`src/rtl/pwm_duty_decoder_pkg.sv`:
```
// Shared definitions for the PWM duty/period decoder: FSM state encoding and
// default sizing constants.
package pwm_duty_decoder_pkg;

    localparam int unsigned CNT_W_DEFAULT       = 12;
    localparam int unsigned SYNC_STAGES_DEFAULT = 2;

    typedef enum logic [1:0] {
        IDLE = 2'd0,
        HIGH = 2'd1,
        LOW  = 2'd2
    } state_t;

endpackage

```
`src/rtl/pwm_in_conditioner.sv`:
```
// Brings the asynchronous pwm_in into the clk domain through a flop chain.
// Optional 3-sample glitch filter enabled by defining PWM_DEC_GLITCH_FILTER_EN.
module pwm_in_conditioner
    import pwm_duty_decoder_pkg::*;
#(
    parameter int unsigned SYNC_STAGES = SYNC_STAGES_DEFAULT
) (
    input  logic clk,
    input  logic rst_n,
    input  logic pwm_in,
    output logic pwm_cond
);

    logic [SYNC_STAGES-1:0] sync_q;
    logic                   sync_out;

    always_ff @(posedge clk or negedge rst_n) begin
        if (!rst_n) begin
            sync_q <= '0;
        end else begin
            sync_q <= {sync_q[SYNC_STAGES-2:0], pwm_in};
        end
    end

    assign sync_out = sync_q[SYNC_STAGES-1];

`ifdef PWM_DEC_GLITCH_FILTER_EN
    logic [1:0] hist_q;
    logic       filt_q;
    logic       agree;

    // Output follows the input only when the current and two previous samples agree.
    assign agree    = (sync_out == hist_q[0]) && (sync_out == hist_q[1]);
    assign pwm_cond = agree ? sync_out : filt_q;

    always_ff @(posedge clk or negedge rst_n) begin
        if (!rst_n) begin
            hist_q <= '0;
            filt_q <= 1'b0;
        end else begin
            hist_q <= {hist_q[0], sync_out};
            filt_q <= pwm_cond;
        end
    end
`else
    assign pwm_cond = sync_out;
`endif

endmodule

```
`src/rtl/pwm_duty_decoder.sv`:
```
// Measures high-time and period of an asynchronous PWM input and presents each
// completed period through a valid/ready register. Filter: PWM_DEC_GLITCH_FILTER_EN.
module pwm_duty_decoder
    import pwm_duty_decoder_pkg::*;
#(
    parameter int unsigned CNT_W       = CNT_W_DEFAULT,
    parameter int unsigned SYNC_STAGES = SYNC_STAGES_DEFAULT
) (
    input  logic             clk,
    input  logic             rst_n,
    input  logic             en,
    input  logic             pwm_in,
    output logic [CNT_W-1:0] duty_cnt,
    output logic [CNT_W-1:0] period_cnt,
    output logic             sample_valid,
    input  logic             sample_ready,
    output logic             overrun,
    input  logic             overrun_clr,
    output logic             stuck_hi,
    output logic             stuck_lo
);

    localparam logic [CNT_W-1:0] CNT_MAX = '1;
    localparam logic [CNT_W-1:0] CNT_ONE = CNT_W'(1);

    logic             pwm_s;
    logic             pwm_d;
    logic             rise;
    logic             fall;
    state_t           state_q;
    state_t           state_d;
    logic [CNT_W-1:0] cnt_q;
    logic [CNT_W-1:0] cnt_d;
    logic [CNT_W-1:0] pend_q;
    logic [CNT_W-1:0] pend_d;
    logic             stuck_hi_d;
    logic             stuck_lo_d;
    logic             sample_done;
    logic             sample_load;
    logic             sample_drop;

    pwm_in_conditioner #(
        .SYNC_STAGES(SYNC_STAGES)
    ) u_cond (
        .clk     (clk),
        .rst_n   (rst_n),
        .pwm_in  (pwm_in),
        .pwm_cond(pwm_s)
    );

    assign rise = pwm_s & ~pwm_d;
    assign fall = ~pwm_s & pwm_d;

    always_comb begin
        state_d     = state_q;
        cnt_d       = cnt_q;
        pend_d      = pend_q;
        stuck_hi_d  = stuck_hi;
        stuck_lo_d  = stuck_lo;
        sample_done = 1'b0;

        if (rise || fall) begin
            stuck_hi_d = 1'b0;
            stuck_lo_d = 1'b0;
        end

        if (!en) begin
            state_d    = IDLE;
            cnt_d      = '0;
            stuck_hi_d = 1'b0;
            stuck_lo_d = 1'b0;
        end else begin
            case (state_q)
                IDLE: begin
                    if (rise) begin
                        state_d = HIGH;
                        cnt_d   = CNT_ONE;
                    end
                end
                HIGH: begin
                    // Counter keeps running through the falling edge so LOW ends with the full period.
                    if (fall) begin
                        state_d = LOW;
                        pend_d  = cnt_q;
                        cnt_d   = (cnt_q == CNT_MAX) ? cnt_q : cnt_q + CNT_ONE;
                    end else if (cnt_q == CNT_MAX) begin
                        state_d    = IDLE;
                        cnt_d      = '0;
                        pend_d     = '0;
                        stuck_hi_d = 1'b1;
                    end else begin
                        cnt_d = cnt_q + CNT_ONE;
                    end
                end
                LOW: begin
                    if (rise) begin
                        sample_done = 1'b1;
                        state_d     = HIGH;
                        cnt_d       = CNT_ONE;
                    end else if (cnt_q == CNT_MAX) begin
                        state_d    = IDLE;
                        cnt_d      = '0;
                        pend_d     = '0;
                        stuck_lo_d = 1'b1;
                    end else begin
                        cnt_d = cnt_q + CNT_ONE;
                    end
                end
                default: begin
                    state_d = IDLE;
                    cnt_d   = '0;
                end
            endcase
        end
    end

    always_ff @(posedge clk or negedge rst_n) begin
        if (!rst_n) begin
            pwm_d    <= 1'b0;
            state_q  <= IDLE;
            cnt_q    <= '0;
            pend_q   <= '0;
            stuck_hi <= 1'b0;
            stuck_lo <= 1'b0;
        end else begin
            pwm_d    <= pwm_s;
            state_q  <= state_d;
            cnt_q    <= cnt_d;
            pend_q   <= pend_d;
            stuck_hi <= stuck_hi_d;
            stuck_lo <= stuck_lo_d;
        end
    end

    // A new sample may replace the held one only when the held one is consumed this cycle.
    assign sample_load = sample_done && (!sample_valid || sample_ready);
    assign sample_drop = sample_done && sample_valid && !sample_ready;

    always_ff @(posedge clk or negedge rst_n) begin
        if (!rst_n) begin
            duty_cnt     <= '0;
            period_cnt   <= '0;
            sample_valid <= 1'b0;
            overrun      <= 1'b0;
        end else begin
            if (sample_load) begin
                duty_cnt     <= pend_q;
                period_cnt   <= cnt_q;
                sample_valid <= 1'b1;
            end else if (sample_valid && sample_ready) begin
                sample_valid <= 1'b0;
            end

            if (sample_drop) begin
                overrun <= 1'b1;
            end else if (overrun_clr) begin
                overrun <= 1'b0;
            end
        end
    end

endmodule

```
`config.mk`:
```
export PLATFORM = sky130hd
export DESIGN_NAME = pwm_duty_decoder
export DESIGN_NICKNAME = d
export VERILOG_FILES = /design/src/rtl/pwm_duty_decoder_pkg.sv /design/src/rtl/pwm_in_conditioner.sv /design/src/rtl/pwm_duty_decoder.sv
export SDC_FILE = /design/constraint.sdc
export NUM_CORES = 1
export LEC_CHECK = 0
export CORE_MARGIN = 2
export CORE_UTILIZATION = 51
export CTS_BUF_LIST = sky130_fd_sc_hd__clkbuf_4 sky130_fd_sc_hd__clkbuf_8
export CTS_CLUSTER_SIZE = 14
export DETAILED_ROUTE_END_ITERATION = 7
export GPL_TIMING_DRIVEN = 0
export PLACE_DENSITY = 0.75
export SYNTH_ARGS = -nofsm -noshare
export SYNTH_HDL_FRONTEND = slang
export SYNTH_SLANG_ARGS = --single-unit
export TNS_END_PERCENT = 50
```
`constraint.sdc`:
```
create_clock -name clk -period 1.86 [get_ports clk]
set_input_delay 0.279 -clock clk [delete_from_list [all_inputs] [get_ports clk]]
set_output_delay 0.279 -clock clk [all_outputs]
set_load 0.05 [all_outputs]
```
# Word-level counts from Yosys, hierarchy flattened
# Cells that the tools add are included.
[totals]
reg_bits = 57
wordCells = 70
input_bits = 6
output_inout_bits = 28
[op_classes]
bitwise_logic = 4
reduce_logical = 14
mux = 34
n_addsub = 1
n_eq_ne = 6
[op_table]
columns = ["op", "n"]
rows = [
  ["$mux W12", 9],
  ["$pmux W12 S3", 1],
  ["$pmux W12 S2", 1],
  ["$mux W1", 17],
  ["$add A12 B1 Y12 const B", 1],
  ["$eq A12 B12 Y1 const B", 1],
  ["$mux W2", 5],
  ["$pmux W2 S3", 1],
  ["$reduce_bool A2 Y1", 3],
  ["$logic_and A1 B1 Y1", 4],
  ["$ne A4 B4 Y1 const B", 1],
  ["$ne A3 B3 Y1 const B", 1],
  ["$reduce_and A3 Y1", 1],
  ["$and A1 B1 Y1", 2],
  ["$eq A2 B1 Y1 const B", 1],
  ["$eq A2 B2 Y1 const B", 1],
  ["$logic_not A1 Y1", 2],
  ["$logic_not A2 Y1", 1],
  ["$logic_or A1 B1 Y1", 2],
  ["$ne A2 B2 Y1 const B", 1],
  ["$not A1 Y1", 2],
  ["$reduce_and A2 Y1", 1],
]

# Logic depth before layout (Yosys ltp)
# Gate-level depths: netlist (run 1).
[logic_depth]
ltp_word = 8
depth_mapped = 8
ltp_nobuf = 7

# Modules after synthesis
# Synthesis (run 1) repeated with hierarchy kept, for this count alone.
[hier_totals]
hier_cells = 197
area_unflattened_um2 = 2488.6
[modules_own_cells]
columns = ["mod", "instances", "cells_each", "seq_area_each_um2", "area_each_um2"]
rows = [
  ["pwm_duty_decoder", 1, 195, 1376.3, 2438.6],
  ["pwm_in_conditioner", 1, 2, 50.0, 50.0],
]

# Worst setup path before layout (run 1)
# OpenSTA, ideal clock, no wires.
[synth_timing]
kind = "reg-to-reg"
start = "register pwm_d"
end = "register period_cnt[6]"
arrival_time_ns = 1.887
stages_incl_launch_ff = 9
path_buffers = 2
setup_slack_ns = -0.155
t_required_ns = 1.732
cell_sequence = "dfrtp_1 -> inv_1 -> ha_1 -> inv_2 -> or4_4 -> nor2b_1 -> buf_4 -> buf_6 -> mux2_1"
[synth_between]
elab_chain_len = 6
[synth_lines]
columns = ["element", "line_no", "rtl"]
rows = [
  ["start, declared", "pwm_duty_decoder.sv:27", "logic pwm_d;"],
  ["start signal, assigned", "pwm_duty_decoder.sv:126", "pwm_d <= pwm_s;"],
  ["$not A1 Y1", "pwm_duty_decoder.sv:51", "assign rise = pwm_s & ~pwm_d;"],
  ["$and A1 B1 Y1", "pwm_duty_decoder.sv:51", ""],
  ["$mux W1", "pwm_duty_decoder.sv:96", "if (rise) begin"],
  ["$mux W1", "pwm_duty_decoder.sv:73", "case (state_q)"],
  ["$mux W1", "pwm_duty_decoder.sv:67", "if (!en) begin"],
  ["$logic_and A1 B1 Y1", "pwm_duty_decoder.sv:136", "assign sample_load = sample_done && (!sample_valid || sample_ready);"],
  ["end signal, assigned", "pwm_duty_decoder.sv:148", "period_cnt <= cnt_q;"],
  ["end, declared", "pwm_duty_decoder.sv:14", "output logic [CNT_W-1:0] period_cnt,"],
]
# Every way passes these cells.
# A chain may end at the register's enable or synchronous reset.

# Worst setup path after layout (run 1)
[layout_timing]
start = "register pwm_d"
end = "register duty_cnt[5]"
[layout_between]
elab_chain_len = 6
[layout_lines]
columns = ["element", "line_no", "rtl"]
rows = [
  ["$not A1 Y1", "pwm_duty_decoder.sv:51", ""],
  ["$and A1 B1 Y1", "pwm_duty_decoder.sv:51", ""],
  ["$mux W1", "pwm_duty_decoder.sv:96", ""],
  ["$mux W1", "pwm_duty_decoder.sv:73", ""],
  ["$mux W1", "pwm_duty_decoder.sv:67", ""],
  ["$logic_and A1 B1 Y1", "pwm_duty_decoder.sv:136", ""],
  ["end signal, assigned", "pwm_duty_decoder.sv:147", "duty_cnt <= pend_q;"],
  ["end, declared", "pwm_duty_decoder.sv:13", "output logic [CNT_W-1:0] duty_cnt,"],
]
# Every way passes these cells.

==> results of run 1 <==
## routing by layer
| metal | track usage (%) | share of wire, % | up-vias | wire, um |
|---|---|---|---|---|
| met5 | 0 | 0 | - | 0 |
| met4 | 9.091 | 1.7 | 0 | 93 |
| met3 | 6.584 | 4.0 | 8 | 225 |
| met2 | 29.96 | 49 | 51 | 2729 |
| met1 | 28.96 | 45 | 924 | 2536 |
| li1 | - | - | 874 | - |
## worst reg2reg max path, cell delays in order, from the launching register on
cell	delay [ns]
dfrtp_1	0.39
inv_2	0.07
ha_4	0.14
inv_2	0.04
or4_4	0.49
nor2b_2	0.13
buf_6	0.16
clkbuf_16	0.17
mux2_4	0.31
## state kept, by name, indices dropped and copies added (netlist names)
register	flops
duty_cnt	12
state_q	2
stuck_lo	1
u_cond.sync_q	2
pwm_d	1
period_cnt	12
sample_valid	1
pend_q	12
stuck_hi	1
cnt_q	12
overrun	1
## worst paths after layout
kind / start / to / depth (start not counted)
setup / recovery: pwm_d$_DFF_PN0_ / duty_cnt[5]$_DFFE_PN0P_ / 8
hold / removal: u_cond.sync_q[0]$_DFF_PN0_ / u_cond.sync_q[1]$_DFF_PN0_ / 0
setup reg to reg: pwm_d$_DFF_PN0_ / duty_cnt[5]$_DFFE_PN0P_ / 8
hold reg to reg: u_cond.sync_q[0]$_DFF_PN0_ / u_cond.sync_q[1]$_DFF_PN0_ / 0
max in group asynchronous: rst_n / cnt_q[1]$_DFFE_PN0P_ / 3
min in group asynchronous: rst_n / duty_cnt[1]$_DFFE_PN0P_ / 2
## cell usage after synthesis
library cell and count:
inv_2 1, o31ai_1 1, a22o_1 13, or4_4 1, o21ai_1 2, o41ai_1 2, xor2_1 1, a2bb2oi_1 1
inv_1 5, a22oi_1 3, o211ai_1 1, nor3_2 1, nor4_1 4, ha_1 3, nor3_1 2, dfrtp_1 57
mux2i_1 2, a21o_1 2, o22ai_1 2, nand2_1 14, and3_1 4, nand2b_1 2, clkbuf_1 2, nor3b_1 1
o21ai_0 7, nand3_1 9, a32o_1 1, buf_1 1, buf_2 5, nor2_1 8, mux2_1 24, and4_1 1
nor2b_1 3, buf_4 1, or3_4 1, buf_6 3, nand4_1 4, a21oi_1 9
## power by group
group | total (uW) | switching, uW | internal [uW]
combinational | 163 | 94.7 | 68.3
sequential | 1280 | 22.7 | 1260
clock | 1180 | 522 | 656
## final cells by class
| type | count | area, um^2 | share of cell area (%) |
|---|---|---|---|
| well taps | 54 | 67.56 | 1.969 |
| clock buffers | 10 | 137.6 | 4.012 |
| clock inverters | 6 | 66.31 | 1.933 |
| multi-input cells | 129 | 1095 | 31.91 |
| repair buffers | 50 | 506.7 | 14.77 |
| inverters | 6 | 22.52 | 0.6565 |
| plain buffers | 12 | 106.4 | 3.100 |
| flip-flops and latches | 57 | 1429 | 41.65 |
## logic make-up after synthesis
family                     synth area share [%]
AOI/OAI and AO/OA                         12.40
muxes                                     11.79
and+or+nand+nor                           11.90
buffers and inverters                     4.067
DFF                                       57.96
adders and majority gates                 1.525
xor gates and xnor gates                 0.3559
## what timing repair did
| action | CTS | global route |
|---|---|---|
| buffers inserted | 4 | 8 |
| pin swaps | 0 | 12 |
| hold buffers | 1 | 0 |
| gates cloned | 0 | 3 |
| endpoints found under the setup margin | 45 | 48 |
| hold endpoints to repair | 28 | 0 |
| resized for setup | 10 | 15 |
## stage by stage
| stage | hold slack, ns | cell area, um^2 | total power (uW) | worst slack, ns | utilization (%) |
|---|---|---|---|---|---|
| detailed placement | 0.3404 | 2969 | 1445 | -0.5122 | 63.28 |
| CTS | 0.3563 | 3254 | 2630 | -0.1325 | 69.36 |
| global placement | 0.3350 | 2954 | 1439 | -1.179 | 62.96 |
| finish | 0.3531 | 3431 | 2625 | -0.1539 | 73.12 |
| global route | 0.3703 | 3431 | 2726 | -0.2252 | 73.12 |
| floorplan | -0.01659 | 2556 | 1379 | -0.05632 | - |
==> impl_metrics.yaml, run 1 <==
route:
  first_iter_violations: 85
  wire_per_inst_um: 17.23
  drt_pass1_iterations: 4
  via_count: 1857
  totalWireLength_um: 5584
  antenna_left: 0
  drc_errors: 0
  routed_via_density: 5.731
run_status:
  violations: "negative setup slack"
  status: "finished with violations"
clocking:
  cts_max_level: 3
  ctsRootBufferMaster: "clkbuf_8"
  cts_tree: "done"
  clock_latency_ns: 0.34
  clk_pin_slew_ns: 0.07
  cts_buffers: 9
  cts_sinks: 57
  clk_path_buf_depth: 2
power_and_ir_drop:
  p_leak_uw: 0.001584
  irDropWorstVdd_v: 0.0006000
  powerDensity_nw_per_um2: 765.1
sta:
  min_period_ns: 2.014
  relSlewSlack_pct: 56.27
  skew_ns: 0.006239
  fmax_mhz: 496.6
  fin_setup_tns_ns: -3.354
  post-route-period-util_pct: 108.3
  rsz0062_at_grt: "yes"
  drv_slew: 0
  setup_slack_ns: -0.1539
  setup_viol: 35
  tightest_slew_ns: 0.6560
  finalHoldViolCount: 0
place:
  io_buffers: 33
  place_congestion: 0.8427
  hpwlAfterDp_um: 3245
  dp.cells: 292
synth:
  netlist_area_um2: 2461
  synth_area_per_cell_um2: 12.06
  ys_warn_count: 0
  synth.area.top_cells: "dfrtp_1, mux2_1, a22o_1"
  syn_nets: 213
  synth.yosys.seq_area_share_pct: 57.96
  synth-seq-cells: 57
  synth_cell_types: 38
  yosys.area.top_type: "dfrtp_1"
  synth_cells: 204
  synth_top_area_share_pct: 57.96
critical_path:
  crit_chain: "inv_2 > ha_4 > inv_2 > or4_4 > nor2b_2 > buf_6 > clkbuf_16 > mux2_4"
  slowest_delay_ns: 0.49
  crit_buf_inv: 4
  cp_top_family: "simple AND/OR/NAND/NOR gates"
  ff2ff_setup_slack_ns: -0.15
  slowest_stage: "or4_4"
  crit_path_start_kind: "register"
  required_ns: 2.08
  worst-endpoint-arrival_ns: 2.24
  endpoint_kind: "register"
  cpMostUsedCell: "inv_2"
  cp_max_fo: 6
  path_class: "register to register"
floorplan:
  num_rows: 25
  fp.dieH_um: 73.47
  io_pins: 34
  core-area_um2: 4692
  start_util_pct: 52.45
  die_w_um: 73.47
  die-area_um2: 5397
layout:
  antenna_cells: 0
  fillers: 318
  mostFrequentLayoutCell: "dfrtp_1"
  instances_no_fill: 324
  area_growth_pct: 39.40
  nets: 274
  final_cell_mix: "dfrtp_1, clkdlybuf4s50_1, mux2_4"
  drive_gt1_share_pct: 30.00
global_routing:
  grt_max_degree: 30
  grt-ovfl-total: 0
  gr-usage-all-layers_pct: 20.82
  grt_first_pass_wirelength_um: 8335
  grt_pass1_vias: 1694
  grt_antenna_before_repair: 0
job:
  drv_cap: 0
worst_hold_path:
  hold_path_class: "register to register"
Note: power is estimated with default switching activity, not from simulation.
==> run 2: changes to the inputs <==
CTS_CLUSTER_DIAMETER = 100   (was default)
==> results of run 2 <==
The final DEF is identical to that of run 1; final timing and power are the same.
==> run 3: changes to the inputs <==
SLEW_MARGIN = 20   (was default)
==> impl_metrics.yaml, run 3 (synthesis results as in run 1) <==
layout:
  antenna_cells: 0
  postLayoutCoreUtil_pct: 73.01
  area_growth_pct: 39.20
  final_cell_mix: "dfrtp_1, clkdlybuf4s50_1, mux2_4"
  mostFrequentLayoutCell: "dfrtp_1"
  fillers: 326
  drive_gt1_share_pct: 30.86
  nets: 273
clocking:
  clk_path_buf_depth: 2
  clk_pin_slew_ns: 0.07
  cts_max_level: 3
  cts_tree: "done"
  cts_buffers: 9
  ctsRootBufferMaster: "clkbuf_8"
  cts_sinks: 57
  clock_latency_ns: 0.34
  hold_buffers: 0
global_routing:
  grt-ovfl-total: 0
  grt_max_degree: 58
  grt_pass1_vias: 1743
  gr-usage-all-layers_pct: 20.15
  grt_antenna_before_repair: 0
  grt_first_pass_wirelength_um: 8162
sta:
  holdWs_ns: -0.004858
  drv_slew: 0
  tightest_slew_ns: 0.6935
  skew_ns: 0.005687
  relSlewSlack_pct: 53.76
  setup_viol: 34
  finalHoldViolCount: 19
  fmax_mhz: 500.9
  min_period_ns: 1.997
  post-route-period-util_pct: 107.3
  rsz0062_at_grt: "yes"
  setup_slack_ns: -0.1366
floorplan:
  die-area_um2: 5397
  io_pins: 34
  num_rows: 25
  die_w_um: 73.47
  start_util_pct: 52.45
  core-area_um2: 4692
  fp.dieH_um: 73.47
job:
  drv_cap: 0
route:
  totalWireLength_um: 5247
  first_iter_violations: 97
  via_count: 1845
  routed_via_density: 5.712
  drt_pass1_iterations: 4
  drc_errors: 0
  antenna_left: 0
  wire_per_inst_um: 16.24
power_and_ir_drop:
  p_total_uw: 2718
  irDropWorstVdd_v: 0.0004670
  p_leak_uw: 0.001590
  powerDensity_nw_per_um2: 793.4
place:
  place_congestion: 0.8427
  io_buffers: 33
  hpwlAfterDp_um: 3128
  pre_cts_ws_ns: -0.5075
worst_hold_path:
  hold_path_class: "input port to asynchronous set/reset pin"
critical_path:
  endpoint_kind: "register"
  worst-endpoint-arrival_ns: 2.21
  required_ns: 2.08
  path_class: "register to register"
  cp_max_fo: 6
  crit_path_start_kind: "register"
run_status:
  status: "finished with violations"
  violations: "negative hold slack, negative setup slack"
-- run 3: final timing paths --
path | cells past startpoint | slack [ns] | end | from
worst max-delay path | 8 | -0.14 | duty_cnt[2]$_DFFE_PN0P_ | pwm_d$_DFF_PN0_
max in group asynchronous | 1 | 1.38 | cnt_q[1]$_DFFE_PN0P_ | rst_n
worst min register to register | 0 | 0.35 | u_cond.sync_q[1]$_DFF_PN0_ | u_cond.sync_q[0]$_DFF_PN0_
min in group clk | 0 | 0.35 | u_cond.sync_q[1]$_DFF_PN0_ | u_cond.sync_q[0]$_DFF_PN0_
worst min-delay path | 1 | -0.005 | cnt_q[3]$_DFFE_PN0P_ | rst_n
worst max register to register | 8 | -0.14 | duty_cnt[2]$_DFFE_PN0P_ | pwm_d$_DFF_PN0_
-- run 3: cell type report --
class                           instances  area [um^2]  area share [%]
Buffer                                 12        103.9           3.031
Clock buffer                            9        123.9           3.616
Clock inverter                          7        93.84           2.739
Inverter                                6        22.52          0.6574
Multi-Input combinational cell        129         1095           31.96
Sequential cell                        57         1429           41.71
Tap cell                               54        67.56           1.972
Timing Repair Buffer                   49        490.5           14.32
-- run 3: timing repair --
action	CTS	global route
setup endpoints to repair	45	48
setup buffers	4	9
gates cloned	0	3
pin swaps	1	13
gates resized for setup	9	18
-- run 3: power breakdown --
group / leakage (uW) / internal [uW] / switching, uW
Combinational: 0.000701 / 70.9 / 96.1
Clock: 0.000106 / 753 / 517
Sequential: 0.000783 / 1260 / 19.5
Total: 0.00159 / 2090 / 633
-- run 3: per-layer routing --
metal / vias to the layer above / GRT usage [%] / wire length [um]
met3: 9 / 5.487 / 211
met1: 905 / 29.40 / 2459
met2: 53 / 27.88 / 2498
met5: - / 0 / 0
met4: 0 / 9.293 / 77
li1: 878 / - / -
-- run 3: critical path, cell delays in order, from the launching register on --
cell	delay, ns
dfrtp_1	0.39
inv_2	0.07
ha_4	0.14
inv_2	0.04
or4_4	0.49
nor2b_2	0.13
buf_6	0.16
clkbuf_16	0.17
mux2_4	0.30
-- run 3: through the flow --
| step | setup TNS (ns) | std cells | cell area (um^2) |
|---|---|---|---|
| 3_3_place_gp | -80.19 | 291 | 2954 |
| 5_1_grt | -6.414 | 323 | 3426 |
| 4_1_cts | -3.673 | 311 | 3238 |
| 6_report | -3.451 | 323 | 3426 |
| 2_1_floorplan | -1.126 | 204 | 2556 |
| 3_5_place_dp | -13.30 | 291 | 2952 |
